`config.mk`:
```
export PLATFORM = sky130hd
export DESIGN_NAME = pattern_gen
export DESIGN_NICKNAME = d
export VERILOG_FILES = /design/src/rtl/pattern_pkg.sv /design/src/rtl/frame_start_det.sv /design/src/rtl/pattern_gen.sv
export SDC_FILE = /design/constraint.sdc
export NUM_CORES = 1
export LEC_CHECK = 0
export ABC_AREA = 1
export BUFFER_PORTS_ARGS = -buffer_cell sky130_fd_sc_hd__buf_2
export CORE_MARGIN = 2
export CORE_UTILIZATION = 48
export CTS_CLUSTER_SIZE = 12
export DETAILED_ROUTE_END_ITERATION = 12
export GPL_TIMING_DRIVEN = 0
export HOLD_SLACK_MARGIN = 0.05
export PLACE_DENSITY = 0.73
export SLEW_MARGIN = 5
export SYNTH_ARGS = -nofsm -noshare
export SYNTH_HDL_FRONTEND = slang
export SYNTH_HIERARCHICAL = 1
export SYNTH_SLANG_ARGS = --single-unit
```
`constraint.sdc`:
```
create_clock -name clk_i -period 1.5 [get_ports clk_i]
set_input_delay 0.15 -clock clk_i [delete_from_list [all_inputs] [get_ports clk_i]]
set_output_delay 0.15 -clock clk_i [all_outputs]
set_load 0.005 [all_outputs]
```
`src/rtl/pattern_pkg.sv`:
```
// Shared constants for the LCD test-pattern source: pattern modes, RGB565 colours,
// colour-bar order and the stage-1 decision record.
package pattern_pkg;

  typedef logic [15:0] rgb565_t;

  localparam logic [1:0] MODE_BARS  = 2'd0;
  localparam logic [1:0] MODE_CHECK = 2'd1;
  localparam logic [1:0] MODE_GRID  = 2'd2;
  localparam logic [1:0] MODE_GRAD  = 2'd3;

  localparam rgb565_t WHITE   = 16'hFFFF;
  localparam rgb565_t YELLOW  = 16'hFFE0;
  localparam rgb565_t CYAN    = 16'h07FF;
  localparam rgb565_t GREEN   = 16'h07E0;
  localparam rgb565_t MAGENTA = 16'hF81F;
  localparam rgb565_t RED     = 16'hF800;
  localparam rgb565_t BLUE    = 16'h001F;
  localparam rgb565_t BLACK   = 16'h0000;
  localparam rgb565_t GRID_BG = 16'h0008;

  typedef struct packed {
    logic       active;
    logic       hsync;
    logic       vsync;
    logic [1:0] mode;
    logic [2:0] bar;
    logic       chk;
    logic       grid;
    logic [4:0] gr;
    logic [5:0] gg;
    logic [4:0] gb;
  } dec_t;

  localparam dec_t DEC_IDLE = '{active: 1'b0, hsync: 1'b1, vsync: 1'b1, default: '0};

  function automatic rgb565_t bar_colour(input logic [2:0] idx);
    case (idx)
      3'd0:    bar_colour = WHITE;
      3'd1:    bar_colour = YELLOW;
      3'd2:    bar_colour = CYAN;
      3'd3:    bar_colour = GREEN;
      3'd4:    bar_colour = MAGENTA;
      3'd5:    bar_colour = RED;
      3'd6:    bar_colour = BLUE;
      default: bar_colour = BLACK;
    endcase
  endfunction

endpackage

```
`src/rtl/frame_start_det.sv`:
```
// Detects the vsync falling edge and owns the frame-boundary state (pattern mode, frame counter).
// The *_eff outputs already reflect a frame start happening this cycle.
module frame_start_det
  import pattern_pkg::*;
(
  input  logic       clk,
  input  logic       rst,
  input  logic       vsync,
  input  logic [1:0] mode_req,
  output logic [1:0] mode_eff,
  output logic [7:0] frame,
  output logic [7:0] frame_eff
);

  logic       vsync_q;
  logic [1:0] mode_q;
  logic       start;

  // Edge register resets low so a vsync held low across reset release is not a frame start.
  assign start     = vsync_q & ~vsync;
  assign mode_eff  = start ? mode_req : mode_q;
  assign frame_eff = start ? frame + 8'd1 : frame;

  always_ff @(posedge clk) begin
    if (rst) begin
      vsync_q <= 1'b0;
      mode_q  <= MODE_BARS;
      frame   <= 8'd0;
    end else begin
      vsync_q <= vsync;
      mode_q  <= mode_eff;
      frame   <= frame_eff;
    end
  end

endmodule

```
`src/rtl/pattern_gen.sv`:
```
// RGB565 test-pattern source for the 480x272 LCD; two-stage pipeline (decide, then colour map).
// Syncs and data-enable are delayed alongside the pixel so everything leaves aligned.
module pattern_gen
  import pattern_pkg::*;
#(
  parameter int HACTIVE    = 480,
  parameter int VACTIVE    = 272,
  parameter int BAR_W      = 60,
  parameter int CHECK_LOG2 = 4,
  parameter int GRID_LOG2  = 5
) (
  input  logic       clk_i,
  input  logic       rst_i,
  input  logic       hactive_i,
  input  logic       vactive_i,
  input  logic       hsync_i,
  input  logic       vsync_i,
  input  logic [8:0] col_i,
  input  logic [8:0] lin_i,
  input  logic [1:0] mode_i,
  output logic [4:0] r_o,
  output logic [5:0] g_o,
  output logic [4:0] b_o,
  output logic       de_o,
  output logic       hsync_o,
  output logic       vsync_o,
  output logic [7:0] frame_o
);

  logic [1:0] mode_eff;
  logic [7:0] frame_eff;
  dec_t       dec;
  dec_t       s1;
  rgb565_t    colour;

  frame_start_det u_fsd (
    .clk       (clk_i),
    .rst       (rst_i),
    .vsync     (vsync_i),
    .mode_req  (mode_i),
    .mode_eff  (mode_eff),
    .frame     (frame_o),
    .frame_eff (frame_eff)
  );

  always_comb begin
    dec        = DEC_IDLE;
    dec.active = hactive_i & vactive_i;
    dec.hsync  = hsync_i;
    dec.vsync  = vsync_i;
    dec.mode   = mode_eff;
    // Bar index as a compare chain rather than a divider.
    for (int k = 1; k < 8; k++) begin
      if (int'(col_i) >= k * BAR_W) dec.bar = 3'(k);
    end
    dec.chk  = 1'((col_i + 9'(frame_eff)) >> CHECK_LOG2) ^ lin_i[CHECK_LOG2];
    dec.grid = (col_i[GRID_LOG2-1:0] == '0) || (lin_i[GRID_LOG2-1:0] == '0) ||
               (col_i == 9'(HACTIVE - 1)) || (lin_i == 9'(VACTIVE - 1));
    dec.gr   = col_i[8:4];
    dec.gg   = lin_i[8:3];
    dec.gb   = frame_eff[7:3];
  end

  always_ff @(posedge clk_i) begin
    if (rst_i) s1 <= DEC_IDLE;
    else       s1 <= dec;
  end

  always_comb begin
    colour = BLACK;
    case (s1.mode)
      MODE_BARS:  colour = bar_colour(s1.bar);
      MODE_CHECK: colour = s1.chk ? WHITE : BLACK;
      MODE_GRID:  colour = s1.grid ? WHITE : GRID_BG;
      default:    colour = {s1.gr, s1.gg, s1.gb};
    endcase
    if (!s1.active) colour = BLACK;
  end

  always_ff @(posedge clk_i) begin
    if (rst_i) begin
      r_o     <= '0;
      g_o     <= '0;
      b_o     <= '0;
      de_o    <= 1'b0;
      hsync_o <= 1'b1;
      vsync_o <= 1'b1;
    end else begin
      {r_o, g_o, b_o} <= colour;
      de_o            <= s1.active;
      hsync_o         <= s1.hsync;
      vsync_o         <= s1.vsync;
    end
  end

endmodule

```
==> out/metrics.cfg, run 1 <==
[status]
status = complete, but fails checks
failed_checks = negative setup slack

[setup_path]
rrSetupSlack_ns = -0.11
critPathBufInv = 1
cp_max_fo = 3
crit_slowest_cell = dfxtp_4
critPathArrivalTime_ns = 1.82
cp_top_family = XOR/XNOR gates
worstPathRequired_ns = 1.71
cp_cell_sequence = ha_4 -> nand3_4 -> nor2_4 -> xnor2_2 -> inv_2 -> xnor2_2 -> xor2_1 -> nand2_1 -> nand2_1 -> nor2_2
crit_path_max_incr_delay_ns = 0.39
endpoint_kind = register
cp-start-kind = register
path_class = register to register

[yosys]
synth_async_sr_flop_share_pct = 0
synth_area_sq_um = 2310
synth_edf_count = 0
synth_area_leaders = dfxtp_1, nor2_1, nand2_1
syn_avg_cell_area_sq_um = 7.87
syn_inst = 293
synth_nets = 323
synth_top_cell_by_area = dfxtp_1
synth.distinct_cells = 29
ys_ff_latch = 56
ys_seq_area_share_pct = 48.6
synth_warnings = 6
ys.flop_type = dfxtp_1
synth_top_area_share_pct = 48.6

[pwr]
p_comb_share_pct = 12.4
power.share.switching_pct = 25.5
p_clk_share_pct = 29.9
pwr_density_cell_nw_per_um2 = 935
p_int_mw = 2.01
vdd_drop_max_mv = 0.538
switchingPower_mw = 0.688
p_leak_nw = 1.47
seqPwrFrac_pct = 57.7

[grt]
grt_first_pass_wirelength_mm = 7.16
antenna_found_initial = 0
track_usage_pct = 16.9
grt_overflow = 0
grt_max_degree = 18
grt_pass1_vias = 1716

[floorplan]
io-pin-count = 53
placementRows = 25
fp.dieW_microns = 73.3
core_area_sq_um = 4690
die_area_sq_um = 5370
start_util_pct = 49.1
die_h_microns = 73.3

[detailed_routing]
drt_iter0_markers = 69
drtPass1Iterations = 4
wl_per_cell_microns = 10.6
drt_wl_total_mm = 4.40
post_drt_via_cell_ratio = 4.61
ant_nets = 0
vias = 1916
route.detailed.drc = 0

[clock_tree]
clock-root-buffer = clkbuf_8
clk_latency_ns = 0.30
clkTransAtPathRegs_ns = 0.10
clock_path_buffers = 2
htreeDepth = 2
cts.sinks = 56
cts_buffers = 5
cts_tree = done

[sta]
tns_ns = -0.109
finClkSkew_ns = 0.00436
fmax_mhz = 621
finalHoldViolCount = 0
slew_headroom_pct = 82.3
worst_slew_pin_slew_ns = 0.263
period_share_pct = 107
grt_setup_unrepaired = yes
setup_viol = 1
fin_ws_ns = -0.109
maxSlewViolCount = 0
final.min_clock_period_ns = 1.61

[final_layout]
final_cells = 416
finish.utilization_pct = 61.5
final_common_cell = buf_2
drive_above_1_share_pct = 34.5
final_cell_area_sq_um = 2890
layout_common_cells = buf_2, nor2_1, dfxtp_1
num-nets-final = 391
area_growth_syn_to_layout_pct = 25.2
fillers = 432
antenna_cells = 0

[place]
placedInstanceArea_sq_um = 2640
place_congestion = 0.818
dp_hpwl_mm = 3.15
dp_cells = 398
placement.io_buffers = 51

[min_path]
worst_hold_path_type = input port to register

[run]
maxCapViolCount = 0

-- kinds of logic (layout without fill, tap and decap cells) --
family                     Yosys count  in the layout  synth area share, %
buffers and inverters               59            128                 11.2
and+or+nand+nor                    137            137                 26.9
DFF                                 56             56                 48.6
adders and majority gates            4              4                 2.17
AOI/OAI and AO/OA                   33             33                 9.28
xor gates and xnor gates             4              4                 1.85
-- synth_stat cells (8+ instances only) --
| cell type | n |
|---|---|
| nand2_1 | 50 |
| inv_2 | 8 |
| a21oi_2 | 11 |
| nor2_1 | 53 |
| a21oi_1 | 12 |
| dfxtp_1 | 56 |
| nand3_1 | 12 |
| inv_1 | 42 |
-- cell type report --
| type | instances | area, sq um | area share, % |
|---|---|---|---|
| inverters | 52 | 199 | 6.89 |
| well taps | 54 | 67.6 | 2.34 |
| repair buffers | 61 | 338 | 11.7 |
| clock inverters | 2 | 16.3 | 0.563 |
| flip-flops and latches | 56 | 1130 | 39.3 |
| multi-input cells | 178 | 1000 | 34.7 |
| clock buffers | 6 | 72.6 | 2.51 |
| plain buffers | 7 | 60.1 | 2.08 |
-- registers in the layout, summed over array words and instances (netlist names), 2 cells and up --
name	cells
s1	26
u_fsd/frame	8
g_o	6
b_o	5
r_o	5
u_fsd/mode_q	2
-- routing by layer --
metal	track usage (%)	routed length [microns]
met5	0	0
met4	4.24	38
met3	3.84	174
met2	30.8	2230
met1	20.0	1950
-- final timing paths --
path         cells past startpoint            endpoint                 startpoint
max reg2reg                     10   s1[17]$_SDFF_PP0_  u_fsd/frame[0]$_SDFF_PP0_
min                              3    s1[7]$_SDFF_PP0_                   lin_i[5]
max                             10   s1[17]$_SDFF_PP0_  u_fsd/frame[0]$_SDFF_PP0_
min reg2reg                      1  hsync_o$_SDFF_PP1_          s1[24]$_SDFF_PP1_
-- power by group through the flow --
stage | logic, mW | registers [mW] | clock network [mW]
floorplan | 0.206 | 1.59 | 0
global placement | 0.301 | 1.59 | 0
detailed placement | 0.305 | 1.59 | 0
CTS | 0.321 | 1.56 | 0.823
global route | 0.378 | 1.57 | 0.887
finish | 0.334 | 1.56 | 0.807
-- tightest hold or removal path: cells and delay by family --
kind                   cells  cell delay (ns)
and+or+nand+nor            1             0.03
buffers and inverters      2             0.15
-- metrics by stage --
stage               power (mW)  hold slack, ns  setup WS [ns]
finish                    2.70          0.0605         -0.109
global route              2.83          0.0623         -0.194
CTS                       2.70          0.0585         -0.100
detailed placement        1.90           0.337         -0.159
global placement          1.89           0.336         -0.133
floorplan                 1.80           0.219        -0.0489
-- repair_timing --
item | CTS | global route
pin swaps | 3 | 11
hold buffers | 3 | 0
hold endpoints to repair | 3 | 0
setup endpoints to repair | 1 | 1
resized for setup | 5 | 12
buffers inserted | 3 | 4
gates cloned | 0 | 0
Note: power is estimated with default switching activity, not from simulation.
==> run 2, diff against run 1 <==
==> constraint.sdc (replaced) <==
create_clock -name clk_i -period 1.5 [get_ports clk_i]
set_input_delay 0.075 -clock clk_i [delete_from_list [all_inputs] [get_ports clk_i]]
set_output_delay 0.075 -clock clk_i [all_outputs]
set_load 0.005 [all_outputs]
==> out/metrics.cfg, run 2 (synthesized netlist as in run 1, its figures left out) <==
[status]
failed_checks = negative setup slack
status = complete, but fails checks

[setup_path]
path_class = register to register
cp_max_fo = 3
critPathArrivalTime_ns = 1.82
endpoint_kind = register
rrSetupSlack_ns = -0.11
cp-start-kind = register
worstPathRequired_ns = 1.72

[floorplan]
io-pin-count = 53
fp.dieW_microns = 73.3
die_area_sq_um = 5370
die_h_microns = 73.3
core_area_sq_um = 4690
start_util_pct = 49.1
placementRows = 25

[clock_tree]
clock-root-buffer = clkbuf_8
htreeDepth = 2
cts_buffers = 5
clk_latency_ns = 0.31
cts_tree = done
clkTransAtPathRegs_ns = 0.10
cts.sinks = 56
clock_path_buffers = 2

[sta]
slew_headroom_pct = 81.9
grt_setup_unrepaired = yes
tns_ns = -0.107
finalHoldViolCount = 0
fmax_mhz = 622
period_share_pct = 107
maxSlewViolCount = 0
setup_viol = 1
final.min_clock_period_ns = 1.61
worst_slew_pin_slew_ns = 0.269
finClkSkew_ns = 0.00913
fin_ws_ns = -0.107

[pwr]
p_int_mw = 2.03
power.share.switching_pct = 25.3
pwr_density_cell_nw_per_um2 = 907
finalPower_mw = 2.72
p_comb_share_pct = 13.1
p_leak_nw = 1.52
switchingPower_mw = 0.688
seqPwrFrac_pct = 57.3
vdd_drop_max_mv = 0.527
p_clk_share_pct = 29.6

[detailed_routing]
drtPass1Iterations = 4
vias = 1959
post_drt_via_cell_ratio = 4.59
drt_wl_total_mm = 4.44
wl_per_cell_microns = 10.4
route.detailed.drc = 0
drt_iter0_markers = 71
ant_nets = 0

[grt]
grt_first_pass_wirelength_mm = 7.30
antenna_found_initial = 0
grt_pass1_vias = 1767
grt_max_degree = 18
grt_overflow = 0
track_usage_pct = 17.2

[final_layout]
drive_above_1_share_pct = 33.5
fillers = 413
top_register = s1
top_regs = s1 x26, u_fsd/frame x8, g_o x6
largest_reg_flops = 26
num-nets-final = 402
layout_common_cells = buf_2, nor2_1, dfxtp_1
final_common_cell = buf_2
area_growth_syn_to_layout_pct = 30.0
antenna_cells = 0

[place]
place_congestion = 0.818
placement.io_buffers = 51
dp_hpwl_mm = 3.15

[min_path]
worst_hold_path_type = input port to register

[run]
maxCapViolCount = 0

-- run 2: cell type report --
| class | instances | area, sq um | area share (%) |
|---|---|---|---|
| inverters | 52 | 199 | 6.64 |
| clock buffers | 6 | 72.6 | 2.42 |
| repair buffers | 72 | 448 | 14.9 |
| flip-flops and latches | 56 | 1130 | 37.8 |
| well taps | 54 | 67.6 | 2.25 |
| clock inverters | 2 | 16.3 | 0.543 |
| multi-input cells | 178 | 1000 | 33.4 |
| plain buffers | 7 | 60.1 | 2.00 |
-- run 2: layer usage --
metal | routed length (microns) | track usage [%]
met1 | 1980 | 19.6
met2 | 2250 | 32.7
met3 | 177 | 3.70
met4 | 38 | 3.84
met5 | 0 | 0
-- run 2: worst max-delay path, stage by stage, from the launching register on --
cell and delay [ns]:
dfxtp_4 0.39, ha_4 0.14, nand3_4 0.07, nor2_4 0.15
xnor2_2 0.14, inv_2 0.08, xnor2_2 0.16, xor2_1 0.20
nand2_1 0.07, nand2_1 0.08, nor2_2 0.04
-- run 2: power by group through the flow --
stage / clock network (mW) / registers (mW) / logic (mW)
after floorplan: 0 / 1.59 / 0.206
after detailed placement: 0 / 1.59 / 0.305
final: 0.804 / 1.56 / 0.356
after global placement: 0 / 1.59 / 0.301
after global routing: 0.888 / 1.57 / 0.402
after CTS: 0.823 / 1.56 / 0.343
-- run 2: worst paths after layout --
| kind | start | end | cells past startpoint |
|---|---|---|---|
| worst min-delay path | lin_i[4] | s1[6]$_SDFF_PP0_ | 3 |
| worst max register to register | u_fsd/frame[0]$_SDFF_PP0_ | s1[17]$_SDFF_PP0_ | 10 |
| worst min register to register | s1[24]$_SDFF_PP1_ | hsync_o$_SDFF_PP1_ | 1 |
| worst max-delay path | u_fsd/frame[0]$_SDFF_PP0_ | s1[17]$_SDFF_PP0_ | 10 |
-- run 2: through the flow --
step	hold WS, ns	cells	cell area (sq um)	util, %	setup WS (ns)
detailed placement	0.262	398	2640	56.2	-0.159
finish	0.0569	427	3000	63.9	-0.107
global placement	0.261	398	2640	56.2	-0.133
floorplan	0.144	293	2320	-	-0.0489
CTS	0.0523	423	2910	62.1	-0.100
global route	0.0702	427	3000	63.9	-0.175
-- run 2: what timing repair did --
| item | 4_1_cts | 5_1_grt |
|---|---|---|
| setup buffers | 3 | 4 |
| setup endpoints to repair | 1 | 1 |
| endpoints found under the hold margin | 13 | 0 |
| hold buffers | 14 | 0 |
| pin swaps | 3 | 11 |
| gates resized for setup | 5 | 12 |
==> run 3, diff against run 2 <==
--- a/config.mk
+++ b/config.mk
@@ -5,15 +5,14 @@
 export SDC_FILE = /design/constraint.sdc
 export NUM_CORES = 1
 export LEC_CHECK = 0
-export ABC_AREA = 1
-export BUFFER_PORTS_ARGS = -buffer_cell sky130_fd_sc_hd__buf_2
 export CORE_MARGIN = 2
-export CORE_UTILIZATION = 48
+export CORE_UTILIZATION = 50
 export CTS_CLUSTER_SIZE = 12
 export DETAILED_ROUTE_END_ITERATION = 12
+export DONT_BUFFER_PORTS = 1
 export GPL_TIMING_DRIVEN = 0
 export HOLD_SLACK_MARGIN = 0.05
-export PLACE_DENSITY = 0.73
+export PLACE_DENSITY = 0.66
 export SLEW_MARGIN = 5
 export SYNTH_ARGS = -nofsm -noshare
 export SYNTH_HDL_FRONTEND = slang
==> out/metrics.cfg, run 3 <==
[status]
status = complete, but fails checks
failed_checks = negative setup slack

[final_layout]
top_register = s1
final_cells = 302
antenna_cells = 0
multiInputGateArea_sq_um = 1060
num-nets-final = 281
largest_reg_flops = 26
seqCellArea_sq_um = 1130
fillers = 355
layout_common_cells = dfxtp_1, nor2b_1, a21oi_1
top_regs = s1 x26, u_fsd/frame x8, g_o x6
final_common_cell = dfxtp_1
area_growth_syn_to_layout_pct = 19.3
drive_above_1_share_pct = 20.2

[detailed_routing]
drt_wl_total_mm = 4.29
wl_per_cell_microns = 14.2
drtPass1Iterations = 4
post_drt_via_cell_ratio = 5.26
drt_iter0_markers = 55
route.detailed.drc = 0
vias = 1589
ant_nets = 0

[place]
placement.io_buffers = 0
place_congestion = 0.756
pre_cts_ws_ns = -0.338
dp_hpwl_mm = 2.96
dp_cells = 278

[sta]
final.min_clock_period_ns = 1.82
finalHoldViolCount = 0
finClkSkew_ns = 0.00952
grt_setup_unrepaired = yes
slew_headroom_pct = 66.8
tns_ns = -0.315
whs_ns = 0.0651
fin_ws_ns = -0.315
worst_slew_pin_slew_ns = 0.498
setup_viol = 1
period_share_pct = 121
maxSlewViolCount = 0
fmax_mhz = 551

[setup_path]
critPathArrivalTime_ns = 2.01
endpoint_kind = register
critPathLaunch = u_fsd/frame[0]$_SDFF_PP0_
cp_max_fo = 6
cp-start-kind = register
r2r-start = u_fsd/frame[0]$_SDFF_PP0_
worstPathRequired_ns = 1.69
path_class = register to register

[yosys]
syn_avg_cell_area_sq_um = 9.53
ys.flop_type = dfxtp_1
synth_edf_count = 0
synthTopCellsByCount = dfxtp_1, nor2b_1, a21oi_1, nand2_1, o21ai_0
synth_warnings = 6
synth_nets = 258
synth.distinct_cells = 40
yosysMostFrequentCell = dfxtp_1
synth_top_cell_by_area = dfxtp_1
ys_seq_area_share_pct = 51.6
ys_ff_latch = 56
synth_area_leaders = dfxtp_1, nor2b_1, a21oi_1
synth_async_sr_flop_share_pct = 0
syn_inst = 228
synth_area_sq_um = 2170
synth_top_area_share_pct = 51.6

[clock_tree]
htreeDepth = 2
clock-root-buffer = clkbuf_8
cts_buffers = 5
clkTransAtPathRegs_ns = 0.09
clk_latency_ns = 0.30
cts.sinks = 56
clock_path_buffers = 2
cts_tree = done

[pwr]
switchingPower_mw = 0.580
p_leak_nw = 1.02
vdd_drop_max_mv = 0.551
p_int_mw = 2.02
p_clk_share_pct = 32.1
power.share.switching_pct = 22.3
p_comb_share_pct = 8.0
seqPwrFrac_pct = 59.9
finalPower_mw = 2.60
pwr_density_cell_nw_per_um2 = 1000

[floorplan]
io-pin-count = 53
die_area_sq_um = 4890
core_area_sq_um = 4090
start_util_pct = 53.2
placementRows = 23
fp.dieW_microns = 69.9
die_h_microns = 69.9

[grt]
antenna_found_initial = 0
track_usage_pct = 18.2
grt_overflow = 0
grt_pass1_vias = 1545
grt_max_degree = 17
grt_first_pass_wirelength_mm = 7.07

[min_path]
worst_hold_path_type = input port to register
hp-start = mode_i[0]

[run]
maxCapViolCount = 0

run 3: changes by cell type after synthesis, sizes merged, moves of 4 or more:
cell    before  now
xnor2        2    6
a21oi       23   28
nor2        56    7
mux2         0    5
nor2b        0   27
inv         51    3
nand2       57   26
clkbuf       1    6
or3          0    5
nand3       14    6
run 3: kinds of logic (layout without fill, tap and decap cells):
| kind of cell | after synthesis | after routing | share of synthesized area [%] |
|---|---|---|---|
| muxes | 5 | 5 | 2.76 |
| AOI/OAI and AO/OA | 48 | 48 | 12.7 |
| xor gates and xnor gates | 7 | 7 | 2.82 |
| buffers and inverters | 17 | 41 | 3.80 |
| adders and majority gates | 4 | 4 | 2.30 |
| and+or+nand+nor | 91 | 91 | 24.1 |
| DFF | 56 | 56 | 51.6 |
run 3: timing repair:
item / 4_1_cts / 5_1_grt
endpoints found under the setup margin: 1 / 2
hold buffers: 15 / 0
endpoints found under the hold margin: 17 / 0
pin swaps: 3 / 1
gates resized for setup: 8 / 5
setup buffers: 1 / 0
run 3: path summary, 6_finish.rpt:
kind	endpoint	slack, ns	cells past startpoint
setup / recovery	s1[17]$_SDFF_PP0_	-0.32	7
hold / removal	s1[21]$_SDFF_PP0_	0.07	2
setup reg to reg	s1[17]$_SDFF_PP0_	-0.32	7
hold reg to reg	vsync_o$_SDFF_PP1_	0.43	1
run 3: stage by stage:
stage	cell area, sq um	utilization, %
2_1_floorplan	2230	-
3_3_place_gp	2290	56.1
3_5_place_dp	2290	56.1
4_1_cts	2570	62.9
5_1_grt	2590	63.5
6_report	2590	63.5
run 3: final cells by class:
type                    count  area share (%)
flip-flops and latches     56            43.6
well taps                  50            2.41
repair buffers             16            6.08
clock inverters             1           0.241
inverters                   3           0.434
clock buffers               7            3.33
multi-input cells         155            40.8
plain buffers              14            3.14
run 3: metal layers:
layer | GRT usage [%] | share of wire (%)
met5 | 0 | 0
met4 | 5.13 | 0.40
met3 | 7.07 | 6.6
met2 | 31.0 | 50
met1 | 21.3 | 43
run 3: power by group through the flow:
stage | clock, mW | sequential [mW] | combinational, mW
finish | 0.832 | 1.55 | 0.209
global route | 0.918 | 1.56 | 0.234
CTS | 0.860 | 1.56 | 0.208
detailed placement | 0 | 1.59 | 0.170
global placement | 0 | 1.59 | 0.165
floorplan | 0 | 1.59 | 0.140
run 3: worst max-delay path, cell delays in order (launching register included):
cell and delay, ns:
dfxtp_4 0.39, ha_4 0.23, mux2_4 0.29, ha_4 0.27
nand3_2 0.07, a211oi_2 0.24, xnor2_1 0.17, nor2_1 0.05
